## src/rtl/div_pkg.sv

```systemverilog
// rtl/div_pkg.sv - shared types, default width and counter sizing for the div block
package div_pkg;

  localparam int DIV_WIDTH_DEF = 8;

  typedef enum logic {
    IDLE = 1'b0,
    CALC = 1'b1
  } div_state_e;

  // Iteration counter must hold the value WIDTH itself
  function automatic int cnt_width(input int width);
    return $clog2(width + 1);
  endfunction

endpackage

```

## src/rtl/div_if.sv

```systemverilog
// rtl/div_if.sv - start/busy request and result bundle for the div block
interface div_if
  import div_pkg::*;
#(
  parameter int WIDTH = DIV_WIDTH_DEF
);

  logic [WIDTH-1:0] a_i;
  logic [WIDTH-1:0] b_i;
  logic             start;
  logic             busy;
  logic [WIDTH-1:0] quotient;
  logic [WIDTH-1:0] remainder;
  logic             err;

  modport master (
    output a_i, b_i, start,
    input  busy, quotient, remainder, err
  );

  modport slave (
    input  a_i, b_i, start,
    output busy, quotient, remainder, err
  );

endinterface

```

## src/rtl/div_step.sv

```systemverilog
// rtl/div_step.sv - one combinational restoring-division iteration
module div_step
  import div_pkg::*;
#(
  parameter int WIDTH = DIV_WIDTH_DEF
) (
  input  logic [WIDTH:0]   r_in,
  input  logic [WIDTH-1:0] q_in,
  input  logic [WIDTH-1:0] d_in,
  output logic [WIDTH:0]   r_out,
  output logic [WIDTH-1:0] q_out
);

  logic [WIDTH+1:0] r_sh;
  logic [WIDTH+1:0] d_ext;
  logic             take;

  // Shift the next dividend bit in, then subtract the divisor if it fits
  always_comb begin
    r_sh  = {r_in, q_in[WIDTH-1]};
    d_ext = (WIDTH+2)'(d_in);
    take  = (r_sh >= d_ext);
    q_out = {q_in[WIDTH-2:0], take};
    r_out = take ? (WIDTH+1)'(r_sh - d_ext) : (WIDTH+1)'(r_sh);
  end

endmodule

```

## src/rtl/div.sv

```systemverilog
// rtl/div.sv - sequential unsigned restoring divider, one quotient bit per clock; option DIV_ZERO_DETECT_EN
module div
  import div_pkg::*;
#(
  parameter int WIDTH = DIV_WIDTH_DEF
) (
  input logic clk,
  input logic rst,
  div_if.slave bus
);

  localparam int CW = cnt_width(WIDTH);
  localparam logic [CW-1:0] CNT_INIT = CW'(WIDTH);
  localparam logic [CW-1:0] CNT_ONE  = CW'(1);

  div_state_e       state, state_nxt;
  logic [WIDTH:0]   r_q;
  logic [WIDTH-1:0] q_q;
  logic [WIDTH-1:0] d_q;
  logic [CW-1:0]    cnt_q;
  logic [WIDTH:0]   r_nxt;
  logic [WIDTH-1:0] q_nxt;
  logic             busy_q;
  logic [WIDTH-1:0] quot_q;
  logic [WIDTH-1:0] rem_q;
  logic             zero_trap;
  logic             load;
  logic             step;
  logic             finish;
  logic             trap;

`ifdef DIV_ZERO_DETECT_EN
  assign zero_trap = (bus.b_i == '0);
`else
  assign zero_trap = 1'b0;
`endif

  div_step #(.WIDTH(WIDTH)) u_step (
    .r_in  (r_q),
    .q_in  (q_q),
    .d_in  (d_q),
    .r_out (r_nxt),
    .q_out (q_nxt)
  );

  // State register
  always_ff @(posedge clk or posedge rst) begin
    if (rst) state <= IDLE;
    else     state <= state_nxt;
  end

  // Next state: start only honoured from IDLE; last step returns to IDLE
  always_comb begin
    state_nxt = state;
    case (state)
      IDLE: if (bus.start && !zero_trap) state_nxt = CALC;
      CALC: if (cnt_q == CNT_ONE) state_nxt = IDLE;
      default: state_nxt = IDLE;
    endcase
  end

  // Datapath strobes decoded from the current state
  always_comb begin
    load   = (state == IDLE) && bus.start && !zero_trap;
    trap   = (state == IDLE) && bus.start && zero_trap;
    step   = (state == CALC);
    finish = (state == CALC) && (cnt_q == CNT_ONE);
  end

  // Work registers, result registers and busy flag
  always_ff @(posedge clk or posedge rst) begin
    if (rst) begin
      r_q    <= '0;
      q_q    <= '0;
      d_q    <= '0;
      cnt_q  <= '0;
      busy_q <= 1'b0;
      quot_q <= '0;
      rem_q  <= '0;
    end else begin
      busy_q <= (state_nxt == CALC);
      if (load) begin
        r_q   <= '0;
        q_q   <= bus.a_i;
        d_q   <= bus.b_i;
        cnt_q <= CNT_INIT;
      end
      if (step) begin
        r_q   <= r_nxt;
        q_q   <= q_nxt;
        cnt_q <= cnt_q - CNT_ONE;
      end
      if (finish) begin
        quot_q <= q_nxt;
        rem_q  <= r_nxt[WIDTH-1:0];
      end
      if (trap) begin
        quot_q <= '1;
        rem_q  <= bus.a_i;
      end
    end
  end

`ifdef DIV_ZERO_DETECT_EN
  logic err_q;

  // Divide-by-zero flag: set on a trapped start, cleared by an accepted one
  always_ff @(posedge clk or posedge rst) begin
    if (rst)       err_q <= 1'b0;
    else if (trap) err_q <= 1'b1;
    else if (load) err_q <= 1'b0;
  end

  assign bus.err = err_q;
`else
  assign bus.err = 1'b0;
`endif

  assign bus.busy      = busy_q;
  assign bus.quotient  = quot_q;
  assign bus.remainder = rem_q;

endmodule

```

## src/flat_wrapper.sv

```systemverilog
// flat-port wrapper written by rule: the top's interface ports become plain ports
module div_flat import div_pkg::*;
#(
  parameter int WIDTH = DIV_WIDTH_DEF
)
  (clk, rst, bus_a_i, bus_b_i, bus_start, bus_busy, bus_quotient, bus_remainder, bus_err);
  div_if #(.WIDTH(WIDTH)) bus_i ();
  input logic clk;
  input logic rst;
  input wire logic [$bits(bus_i.a_i)-1:0] bus_a_i;
  input wire logic [$bits(bus_i.b_i)-1:0] bus_b_i;
  input wire logic [$bits(bus_i.start)-1:0] bus_start;
  output wire logic [$bits(bus_i.busy)-1:0] bus_busy;
  output wire logic [$bits(bus_i.quotient)-1:0] bus_quotient;
  output wire logic [$bits(bus_i.remainder)-1:0] bus_remainder;
  output wire logic [$bits(bus_i.err)-1:0] bus_err;
  assign bus_i.a_i = bus_a_i;
  assign bus_i.b_i = bus_b_i;
  assign bus_i.start = bus_start;
  assign bus_busy = bus_i.busy;
  assign bus_quotient = bus_i.quotient;
  assign bus_remainder = bus_i.remainder;
  assign bus_err = bus_i.err;
  div #(.WIDTH(WIDTH)) u_core (.clk(clk), .rst(rst), .bus(bus_i));
endmodule
```

## config.mk

```make
export PLATFORM = sky130hd
export DESIGN_NAME = div_flat
export DESIGN_NICKNAME = d
export VERILOG_FILES = /design/src/rtl/div_pkg.sv /design/src/rtl/div_if.sv /design/src/rtl/div_step.sv /design/src/rtl/div.sv /design/src/flat_wrapper.sv
export SDC_FILE = /design/constraint.sdc
export NUM_CORES = 1
export LEC_CHECK = 0
export BUFFER_PORTS_ARGS = -buffer_cell sky130_fd_sc_hd__buf_2
export CORE_ASPECT_RATIO = 1.25
export CORE_UTILIZATION = 38
export CTS_CLUSTER_DIAMETER = 80
export CTS_CLUSTER_SIZE = 14
export DETAILED_ROUTE_END_ITERATION = 10
export PLACE_DENSITY_LB_ADDON = 0.05
export SETUP_SLACK_MARGIN = 0.4
export SYNTH_ARGS = -nofsm -noshare
export SYNTH_HDL_FRONTEND = slang
export SYNTH_SLANG_ARGS = --single-unit
```

## constraint.sdc

```tcl
create_clock -name clk -period 5.3 [get_ports clk]
set_input_delay 1.06 -clock clk [delete_from_list [all_inputs] [get_ports clk]]
set_output_delay 1.06 -clock clk [all_outputs]
set_load 0.02 [all_outputs]
```

* After elaboration in Yosys (flattened, before gate mapping)
Index checks and enable logic that the tools add are counted.
Storage, ports and cells: bits in registers 46, latch bits 0, memory bits (writable) 0, bits in read-only memories 0, bits of input ports 19, output and inout bits 18, word-level logic and storage cells 25, memories 0
Operators by class: $add $sub $neg 2, $mul 0, divide/modulo/power cells 0, order comparisons 1, equal/unequal tests 1, shifts and indexed selects 0, muxes and demuxes 10, bitwise gates (word level) 1, reduce and logical (&&, ||, !) cells 3
Operators with widths (number):
- 9-bit two-way mux | 3
- 8-bit two-way mux | 2
- 10-bit by 8-bit greater-or-equal comparator with 1-bit output | 1
- 9-bit by 8-bit subtractor with 9-bit output | 1
- 4-bit two-way mux | 2
- 4-bit by 1-bit equality test with 1-bit output, second input constant | 1
- 4-bit by 1-bit subtractor with 4-bit output, second input constant | 1
- 1-bit logical AND | 2
- 1-bit two-way mux | 2
- 1-bit one-hot mux with 2 select lines | 1
- 2-bit nonzero test | 1
- 1-bit inverter | 1

* Depth between registers and ports, before layout
Gate-level depths: netlist (run 1).
word-level depth 4, depth in mapped cells 11, gate-level depth less buffers 9

* Cells and area by module
From an unflattened synthesis (run 1), not the netlist that was laid out.
Second synthesis, totals: cells, all modules 228, area total of the unflattened synthesis 2497.4 um2
Modules (own cells, without submodules):
- div | instances 1, cells an instance 145, area each 1914.3 um2, seq. area each 1151.1 um2
- div_step | instances 1, cells an instance 83, area each 583.1 um2, seq. area each 0.0 um2

* Least setup slack after synthesis (run 1)
Ideal clock, no wire load.
path type reg2reg, start register u_core.q_q[7], end register u_core.r_q[1], setup time 144 ps, arrival time 2141 ps, required time 5156 ps, slack 3015 ps, stages on the path, launching flop included 12, buffers on the path 2, clock period less this slack 2285 ps, cell sequence dfrtp_1 -> inv_1 -> ha_1 -> inv_1 -> fa_1 -> a211oi_2 -> nor3_2 -> and4bb_1 -> buf_6 -> buf_8 -> mux2i_1 -> o22ai_1
Between the ends: cells in the longest elaborated chain, start to end 3, elaborated cells between the ends (all ways) 4, classes of those cells add/sub (1); order compare (1); mux (2)
RTL lines:
- start: declaration | line div.sv:18 | logic [WIDTH-1:0] q_q;
- start signal: assignment | line div.sv:84 | q_q <= bus.a_i;
- start signal: assignment | line div.sv:90 | q_q <= q_nxt;
- 9-bit by 8-bit subtractor with 9-bit output / 10-bit by 8-bit greater-or-equal comparator with 1-bit output (equally long branches) | line div_step.sv:24, div_step.sv:22
- 9-bit two-way mux (*) | line div_step.sv:24 | r_out = take ? (WIDTH+1)'(r_sh - d_ext) : (WIDTH+1)'(r_sh);
- 9-bit two-way mux (*) | line div.sv:88 | if (step) begin
- end signal: assignment | line div.sv:89 | r_q <= r_nxt;
- end: declaration | line div.sv:17 | logic [WIDTH:0] r_q;
Every way passes the cells marked *; elsewhere a longest branch is shown, timed or not. A chain may end at the register's enable or synchronous reset.

* Worst setup path after layout (run 1)
start register u_core.state, end register u_core.rem_q[5] (netlist: u_core.bus.remainder[5])
Between the ends: cells in the longest elaborated chain, start to end 1
RTL lines:
- start: declaration | line div.sv:16 | div_state_e state, state_nxt;
- start signal: assignment | line div.sv:49 | else state <= state_nxt;
- 1-bit logical AND | line div.sv:67 | finish = (state == CALC) && (cnt_q == CNT_ONE);
- end signal: assignment | line div.sv:95 | rem_q <= r_nxt[WIDTH-1:0];
- end signal: assignment | line div.sv:99 | rem_q <= bus.a_i;
- end: declaration | line div.sv:25 | logic [WIDTH-1:0] rem_q;
Every way passes these cells.

==> results of run 1 <==
==> layout by cell type (no fill, tap or decap), drive strengths merged, types with 4 or more instances in the layout <==
cell	synthesis	final
nand2	55	55
dfrtp	46	46
buf	8	35
o21ai	27	27
nor2	15	15
inv	15	15
mux2i	13	13
ha	10	10
a21oi	9	9
o22ai	6	6
clkbuf	8	6
a31oi	4	4
a211oi	4	4
==> Yosys cell counts, types with 2 or more instances <==
| master | number |
|---|---|
| a211oi_1 | 3 |
| a21oi_1 | 9 |
| a31oi_1 | 4 |
| buf_1 | 2 |
| buf_2 | 3 |
| clkbuf_1 | 8 |
| dfrtp_1 | 46 |
| ha_1 | 10 |
| inv_1 | 15 |
| mux2i_1 | 13 |
| nand2_1 | 55 |
| nand2b_1 | 3 |
| nand3_1 | 3 |
| nand4_1 | 2 |
| nor2_1 | 15 |
| nor2b_1 | 2 |
| o211ai_1 | 2 |
| o21ai_0 | 26 |
| o22ai_1 | 5 |
| o31ai_1 | 2 |
| or3_1 | 2 |
| xor2_1 | 3 |
==> per-stage QoR <==
step	cells	power (uW)	instance area (um^2)	hold slack (ps)	util, %
6_report	369	2050	2700	480	43.8
5_1_grt	369	2260	2700	500	43.8
4_1_cts	369	2080	2700	485	43.8
3_5_place_dp	362	1860	2620	457	42.5
3_3_place_gp	362	1860	2620	460	42.5
2_1_floorplan	258	1600	2420	453	-
==> worst max-delay path: cells and delay by family, from the launching register on <==
family | cells | cell delay [ps]
and+or+nand+nor | 2 | 1260
DFF | 1 | 850
buffers and inverters | 1 | 490
AOI/OAI and AO/OA | 2 | 220
==> metal layers <==
metal	GRT usage [%]	routed length, um
met5	0	0
met4	4.81	45
met3	3.22	139
met2	27.9	2580
met1	21.8	2320
==> power by group <==
part / switching (uW) / internal, uW
logic: 680 / 489
registers: 138 / 534
clock network: 121 / 90.8
==> flip-flops by register name, summed over array words and instances (netlist names) <==
signal,flops
u_core.d_q,8
u_core.state,1
u_core.r_q,9
u_core.bus.remainder,8
u_core.q_q,8
u_core.cnt_q,4
u_core.bus.quotient,8
==> how the worst max path moves through the flow <==
stage | to | startpoint
floorplan | u_core.r_q[1] | u_core.q_q[7]
CTS | u_core.bus.remainder[5] | u_core.state
finish | u_core.bus.remainder[5] | u_core.state
global route | u_core.bus.remainder[5] | u_core.state
global placement | u_core.bus.remainder[5] | u_core.state
detailed placement | u_core.bus.remainder[5] | u_core.state
==> logic make-up (layout without fill, tap and decap cells) <==
group / count (synthesis) / after routing / synth area share [%]
simple gates: 92 / 92 / 17.6
compound gates: 58 / 58 / 14.8
flops: 46 / 46 / 47.6
buf+inv: 31 / 57 / 5.90
mux: 15 / 15 / 6.47
fa+ha+maj: 11 / 11 / 6.00
xor+xnor: 4 / 4 / 1.45
other cells: 1 / 1 / 0.155
==> area by class of cell <==
class,count,area [um^2]
inverter,15,56.3
timing repair buffer,35,175
clock inverter,1,7.51
fill,634,3470
sequential,46,1150
tap,85,106
multi-input combinational,181,1130
clock buffer,6,72.6
==> reports/results.ini, run 1 <==
[run_status]
status = finished clean

[yosys]
ys_seq_area_share_pct = 47.6
syn_inst = 258
avgSynthCellArea_um2 = 9.37
post-synth-top-area-fraction_pct = 47.6
synth-edff-count = 0
ys.flop_type = dfrtp_1
synth_cell_type_count = 47
synth_area_leaders = dfrtp_1, nand2_1, mux2i_1
synth_top_area_cell = dfrtp_1
async_flop_share_pct = 100
syn_nets = 288
synth_area_mm2 = 0.00242
ys_warn_count = 0
ys_ff_latch = 46

[timing]
rsz0062_at_grt = false
maxSlewHeadroom_pct = 31.5
min_period_ps = 2960
fin_crit_sh_pct = 55.9
finalClockSkew_ps = 5.93
finalHoldViolations = 0
tns_ps = 0
setup_slack_ps = 2340
clock.fmax_mhz = 337
tightestPinTransition_ps = 1020
finalMaxSlewViolations = 0
setup_viol = 0

[die]
io_pins = 37
die_x_um = 73.4
die-area_mm2 = 0.00669
rows = 32
core_mm2 = 0.00617
start_util_pct = 39.2
die_h_um = 91.2

[routing]
drc_errors = 0
dr.pass1.iters = 6
ant_nets = 0
viasPerCell = 4.95
drt_iter0_markers = 108
wl_per_cell_um = 13.8
vias = 1825
wl_um = 5080

[global_routing]
grt_pass1_vias = 1790
antenna_found_initial = 0
grt-ovfl-total = 0
grt_max_degree = 47
grt_pass1_wl_um = 8600
grtUsageTotal_pct = 16.7

[cts]
htree_levels = 2
post_cts.repair.setup_buffers = 0
cts_root_buffer = clkbuf_8
clk_latency_ps = 300
cts_tree = yes
clk_pin_slew_ps = 90
clock_path_buffers = 2
hold_buffers = 0
numCtsBuffers = 5
clock_sinks = 46
cts.repair.resized = 0

[min_path]
hold_path_end = u_core.bus.quotient[5]
hold_start = u_core.bus.quotient[5]
hold_depth = 2
min-delay-path-class = flip-flop to flip-flop

[setup_path]
timing.rr.start = u_core.state
critPathArrivalTime_ps = 3120
cp_slowest_cell = or4b_1
critPathMaxFanout = 28
worstRegToRegCells = 5
endpoint_kind = flip-flop
path_class = flip-flop to flip-flop
r2r_slack_ps = 2340
cp-start-kind = flip-flop
slowest_delay_ps = 950
worstPathCellList = inv_1, or4b_1, and2_1, a31oi_1, o31ai_1
required_ps = 5450
regToRegEndpoint = u_core.bus.remainder[5]

[final_layout]
drive_gt1_share_pct = 18.3
diodes = 0
fin_nets = 314
syn_to_final_growth_pct = 11.6

[place]
place_ws_ps = 2320
gp_congestion = 0.824
io_buffers = 35
dp_hpwl_um = 3580

[power]
max-vdd-ir-drop_mv = 0.210
powerDensity_mw_per_mm2 = 760
p_leak_uw = 0.00129

[run]
max_cap_viol_count = 0

Note: power is estimated with default switching activity, not from simulation.
==> inputs of run 2 (changes only) <==
clock period = 2.8 ns   (was 5.3 ns; I/O delays follow)
==> reports/results.ini, run 2 (same netlist as run 1, synthesis figures left out) <==
[global_routing]
grt_pass1_wl_um = 8740  ; +1.6%
grt_pass1_vias = 1735  ; -3.1%
grt_max_degree = 47  ; unchanged
antenna_found_initial = 0  ; unchanged
grtUsageTotal_pct = 17.4  ; +0.70 points
grt-ovfl-total = 0  ; unchanged

[cts]
clk_latency_ps = 300  ; about the same
htree_levels = 2  ; unchanged
clock_sinks = 46  ; unchanged
cts_tree = yes
cts_root_buffer = clkbuf_8
numCtsBuffers = 5  ; unchanged
clk_pin_slew_ps = 100  ; about the same
clock_path_buffers = 2  ; unchanged

[power]
power_uw = 4280  ; +110%
max-vdd-ir-drop_mv = 0.463  ; +120%
powerDensity_mw_per_mm2 = 1490  ; +96%
p_leak_uw = 0.00138  ; +7.1%

[place]
gp_congestion = 0.827  ; +0.40%
dp_hpwl_um = 3780  ; +5.4%
place_area_mm2 = 0.00268  ; +2.3%
io_buffers = 35  ; unchanged

[die]
rows = 32  ; unchanged
core_mm2 = 0.00617  ; unchanged
die-area_mm2 = 0.00669  ; unchanged
io_pins = 37  ; unchanged
die_x_um = 73.4  ; unchanged
die_h_um = 91.2  ; unchanged
start_util_pct = 39.2  ; unchanged

[routing]
ant_nets = 0  ; unchanged
vias = 1835  ; +0.55%
dr.pass1.iters = 4  ; -2
viasPerCell = 4.80  ; -2.9%
wl_per_cell_um = 13.9  ; +1.1%
drc_errors = 0  ; unchanged
drt_iter0_markers = 114  ; +5.6%
wl_um = 5320  ; +4.7%

[final_layout]
diodes = 0  ; unchanged
final_cell_mix = nand2_1, dfrtp_1, buf_2, o21ai_0, nor2_1
regMostFlops = u_core.r_q
final_core_util_pct = 46.5  ; +2.7 points
final_area_mm2 = 0.00287  ; +6.3%
fin_nets = 326  ; +3.8%
mostFrequentLayoutCell = nand2_1
largest_reg_flops = 9  ; unchanged
drive_gt1_share_pct = 23.2  ; +4.9 points
syn_to_final_growth_pct = 18.6

[timing]
finalClockSkew_ps = 10.3  ; +4.38 ps
tightestPinTransition_ps = 605  ; -419 ps
finalHoldViolations = 0  ; unchanged
setup_viol = 0  ; unchanged
tns_ps = 0  ; unchanged
clock.fmax_mhz = 433  ; +28%
min_period_ps = 2310  ; -652 ps
maxSlewHeadroom_pct = 59.6  ; +28 points
finalMaxSlewViolations = 0  ; unchanged
rsz0062_at_grt = true
fin_crit_sh_pct = 82.6  ; +27 points

[setup_path]
slowest_delay_ps = 390  ; -560 ps
path_class = flip-flop to flip-flop
cp_num_buf_inv = 3  ; +2
worstPathCellList = inv_2, ha_2, inv_1, fa_2, a211oi_4, nor3_2, and4bb_1, buf_6, mux2_4, o22ai_2
critPathMaxFanout = 8  ; -71%
required_ps = 3020  ; -2430 ps
path_delay_family = adder cells
cp_slowest_cell = dfrtp_1
cp-start-kind = flip-flop
critPathArrivalTime_ps = 2540  ; -580 ps
endpoint_kind = flip-flop

[run_status]
status = finished clean

[min_path]
min-delay-path-class = primary input to asynchronous set/reset pin

[run]
max_cap_viol_count = 0  ; unchanged

-- run 2: cell count changes in the layout (fill, tap and decap cells not counted), sizes merged --
cell	change
buf	+12
bufinv	+2
clkinvlp	-1
-- run 2: power breakdown --
group	internal, uW	leakage, uW	switching, uW
Clock	381	0.0000714	233
Combinational	1060	0.000765	1360
Sequential	1010	0.000549	226
-- run 2: what timing repair did --
action / CTS / global route
buffers inserted: 1 / 3
resized for setup: 3 / 2
hold buffers: 0 / 0
setup endpoints to repair: 9 / 12
pin swaps: 1 / 1
-- run 2: final timing paths --
path	endpoint	cells past startpoint	from	slack (ps)
hold / removal	u_core.cnt_q[2]	3	rst	410
min in group clk	u_core.d_q[1]	3	bus_b_i[1]	460
hold reg to reg	u_core.bus.quotient[6]	2	u_core.bus.quotient[6]	470
setup / recovery	u_core.r_q[0]	10	u_core.q_q[7]	490
setup reg to reg	u_core.r_q[0]	10	u_core.q_q[7]	490
max in group asynchronous	u_core.q_q[5]	3	rst	1990
-- run 2: metrics by stage --
stage | cells | setup slack (ps) | hold WS, ps
finish | 382 | 488 | 408
global route | 382 | 383 | 456
CTS | 379 | 427 | 430
detailed placement | 370 | 318 | 462
global placement | 370 | 376 | 456
floorplan | 258 | 515 | 453
-- run 2: worst reg2reg max path, cell delays in order, from the launching register on --
cell,delay [ps]
dfrtp_1,390
inv_2,60
ha_2,160
inv_1,50
fa_2,360
a211oi_4,260
nor3_2,80
and4bb_1,260
buf_6,160
mux2_4,320
o22ai_2,140
-- run 2: area by class of cell --
cell class	count	area (um^2)
Fill cell	627	3300
Sequential cell	46	1150
Clock inverter	2	60.1
Multi-Input combinational cell	181	1140
Tap cell	85	106
Clock buffer	6	82.6
Inverter	15	56.3
Timing Repair Buffer	47	269
-- run 2: per-layer routing --
metal	wire [um]	GRT usage (%)
met4	38	5.29
met5	0	0
met2	2720	30.4
met1	2410	21.2
met3	153	3.44
==> inputs of run 3 (changes only) <==
ABC_AREA = 1   (was default)
clock period = 1.89 ns   (was 2.8 ns; I/O delays follow)
==> reports/results.ini, run 3 <==
[die]
start_util_pct = 39.4  ; +0.16 points
die-area_mm2 = 0.00672  ; +0.41%
rows = 32  ; unchanged
die_x_um = 73.5  ; +0.20%
core_mm2 = 0.00617  ; unchanged
die_h_um = 91.4  ; +0.20%
io_pins = 37  ; unchanged

[yosys]
synth_top_family_by_area = simple AND/OR/NAND/NOR gates
syn_inst = 304  ; +18%
synth_cell_type_count = 29  ; -38%
synth_compound_area_share_pct = 8.40  ; -6.4 points
synth-simple-area-share_pct = 28.5  ; +11 points
async_flop_share_pct = 100  ; unchanged
ys.flop_type = dfrtp_1
ys_warn_count = 0  ; unchanged
ys_seq_area_share_pct = 47.4  ; -0.20 points
synth_area_mm2 = 0.00243  ; +0.41%
synthMuxAreaShare_pct = 0  ; -6.5 points
ys_ff_latch = 46  ; unchanged
avgSynthCellArea_um2 = 7.99  ; -15%
synth_area_leaders = dfrtp_1, nand2_1, inv_1
synth-edff-count = 0  ; unchanged
synth_top_area_cell = dfrtp_1
synth_xor_area_share_pct = 0.721  ; -0.73 points
synthAdderAreaFrac_pct = 5.98  ; -0.025 points
synthTopCellsByCount = nand2_1, dfrtp_1, inv_1, nand3_1, o21ai_0
post-synth-top-count-cell = nand2_1
post-synth-top-area-fraction_pct = 47.4  ; -0.20 points
syn_nets = 334  ; +16%

[timing]
finalClockSkew_ps = 9.89  ; -0.415 ps
setup_slack_ps = 26.7  ; -462 ps
finalHoldViolations = 0  ; unchanged
min_period_ps = 1860  ; -448 ps
clock.fmax_mhz = 537  ; +24%
rsz0062_at_grt = true
setup_viol = 0  ; unchanged
tns_ps = 0  ; unchanged
finalMaxSlewViolations = 0  ; unchanged
fin_crit_sh_pct = 98.6  ; +16 points

[setup_path]
critPathArrivalTime_ps = 2060  ; -480 ps
path_class = flip-flop to flip-flop
endpoint_kind = flip-flop
critPathMaxFanout = 5  ; -3
cp-start-kind = flip-flop
slowest_delay_ps = 380  ; about the same
cp_common_cell = nand2_2
required_ps = 2090  ; -930 ps
worstPathCellList = inv_2, ha_4, inv_4, fa_2, nand2_2, nand2_4, nand3_4, nand2_8, nor2_8, nand2_2, nand3_2, nand2_1
cp_slowest_cell = dfrtp_1

[final_layout]
drive_gt1_share_pct = 31.1  ; +7.9 points
syn_to_final_growth_pct = 28.9
largest_reg_flops = 9  ; unchanged
final_cell_mix = nand2_1, dfrtp_1, inv_1, buf_2
regMostFlops = u_core.r_q
n_fill_cell = 642  ; +2.4%
multi_input_area_mm2 = 0.00126  ; +10%
mostFrequentLayoutCell = nand2_1
layoutNonFillerInstCount = 445  ; +16%
seq_area_mm2 = 0.00115  ; unchanged
fin_nets = 389  ; +19%
diodes = 0  ; unchanged

[cts]
cts_tree = yes
htree_levels = 2  ; unchanged
cts_root_buffer = clkbuf_8
clock_sinks = 46  ; unchanged
numCtsBuffers = 5  ; unchanged
clock_path_buffers = 2  ; unchanged
clk_latency_ps = 300  ; about the same
clk_pin_slew_ps = 100  ; about the same

[routing]
dr.pass1.iters = 4  ; unchanged
viasPerCell = 4.64  ; -3.3%
ant_nets = 0  ; unchanged
drt_iter0_markers = 82  ; -28%
wl_per_cell_um = 13.0  ; -6.6%
vias = 2067  ; +13%
drc_errors = 0  ; unchanged
wl_um = 5790  ; +8.8%

[global_routing]
antenna_found_initial = 0  ; unchanged
grtUsageTotal_pct = 19.1  ; +1.6 points
grt_max_degree = 27  ; -43%
grt_pass1_vias = 2078  ; +20%
grt_pass1_wl_um = 9770  ; +12%
grt-ovfl-total = 0  ; unchanged

[place]
dp.cells = 425  ; +15%
dp_hpwl_um = 4010  ; +6.2%
io_buffers = 35  ; unchanged
gp_congestion = 0.821  ; -0.82%
place_ws_ps = 19.1  ; -299 ps

[run_status]
status = finished clean

[min_path]
min-delay-path-class = primary input to asynchronous set/reset pin

[run]
max_cap_viol_count = 0  ; unchanged

-- run 3: cell types whose count changed in the layout (fill, tap and decap cells not counted), sizes merged, moves of 5 or more --
| cell | delta |
|---|---|
| buf | +5 |
| nand3 | +20 |
| clkinvlp | +6 |
| o21ai | -7 |
| mux2i | -13 |
| inv | +29 |
| nand2 | +64 |
| o22ai | -5 |
| o221ai | +7 |
-- run 3: worst paths after layout --
check	start	end	slack (ps)	cells past startpoint
max in group asynchronous	rst	u_core.d_q[1]	1300	3
worst min-delay path	rst	u_core.bus.quotient[2]	70	2
worst max register to register	u_core.q_q[7]	u_core.bus.remainder[7]	30	12
worst min register to register	u_core.bus.remainder[2]	u_core.bus.remainder[2]	480	2
worst max-delay path	u_core.q_q[7]	u_core.bus.remainder[7]	30	12
min in group clk	bus_a_i[1]	u_core.q_q[1]	280	3
-- run 3: kinds of logic after synthesis --
family,after synthesis
AO/OA/AOI/OAI,33
AND/OR/NAND/NOR,159
buffers and inverters,52
adder cells (fa/ha/maj),11
other,1
flip-flops,46
XOR/XNOR,2
-- run 3: per-stage QoR --
step	area (um^2)	hold WS [ps]	utilization, %
floorplan	2460	451	-
global placement	2770	431	44.9
detailed placement	2770	430	44.9
CTS	3060	88.6	49.6
global route	3130	122	50.8
finish	3130	74.7	50.8
-- run 3: final cells by class --
class | instances | area share, %
multi-input cells | 207 | 40.3
flip-flops and latches | 46 | 36.8
repair buffers | 52 | 10.3
inverters | 44 | 5.48
well taps | 85 | 3.40
clock buffers | 5 | 2.20
clock inverters | 3 | 0.760
repair inverters | 3 | 0.720
-- run 3: layer usage --
metal	GRT usage [%]	wire length (um)
met1	21.8	2420
met5	0	0
met3	3.00	143
met4	6.09	90
met2	35.0	3140
-- run 3: what timing repair did --
item,CTS,global route
pin swaps,12,15
setup endpoints to repair,26,26
setup buffers,6,2
hold buffers,0,0
cloned,4,0
resized for setup,23,14
-- run 3: worst max-delay path: cells and delay by family, from the launching register on --
family	cells	cell delay (ps)
fa+ha+maj	2	470
buf+inv	2	100
flops	1	380
simple gates	8	810
Power of run 3 is not shown: default switching activity piles up to over one toggle a cycle in this logic, so the estimate is an artifact.
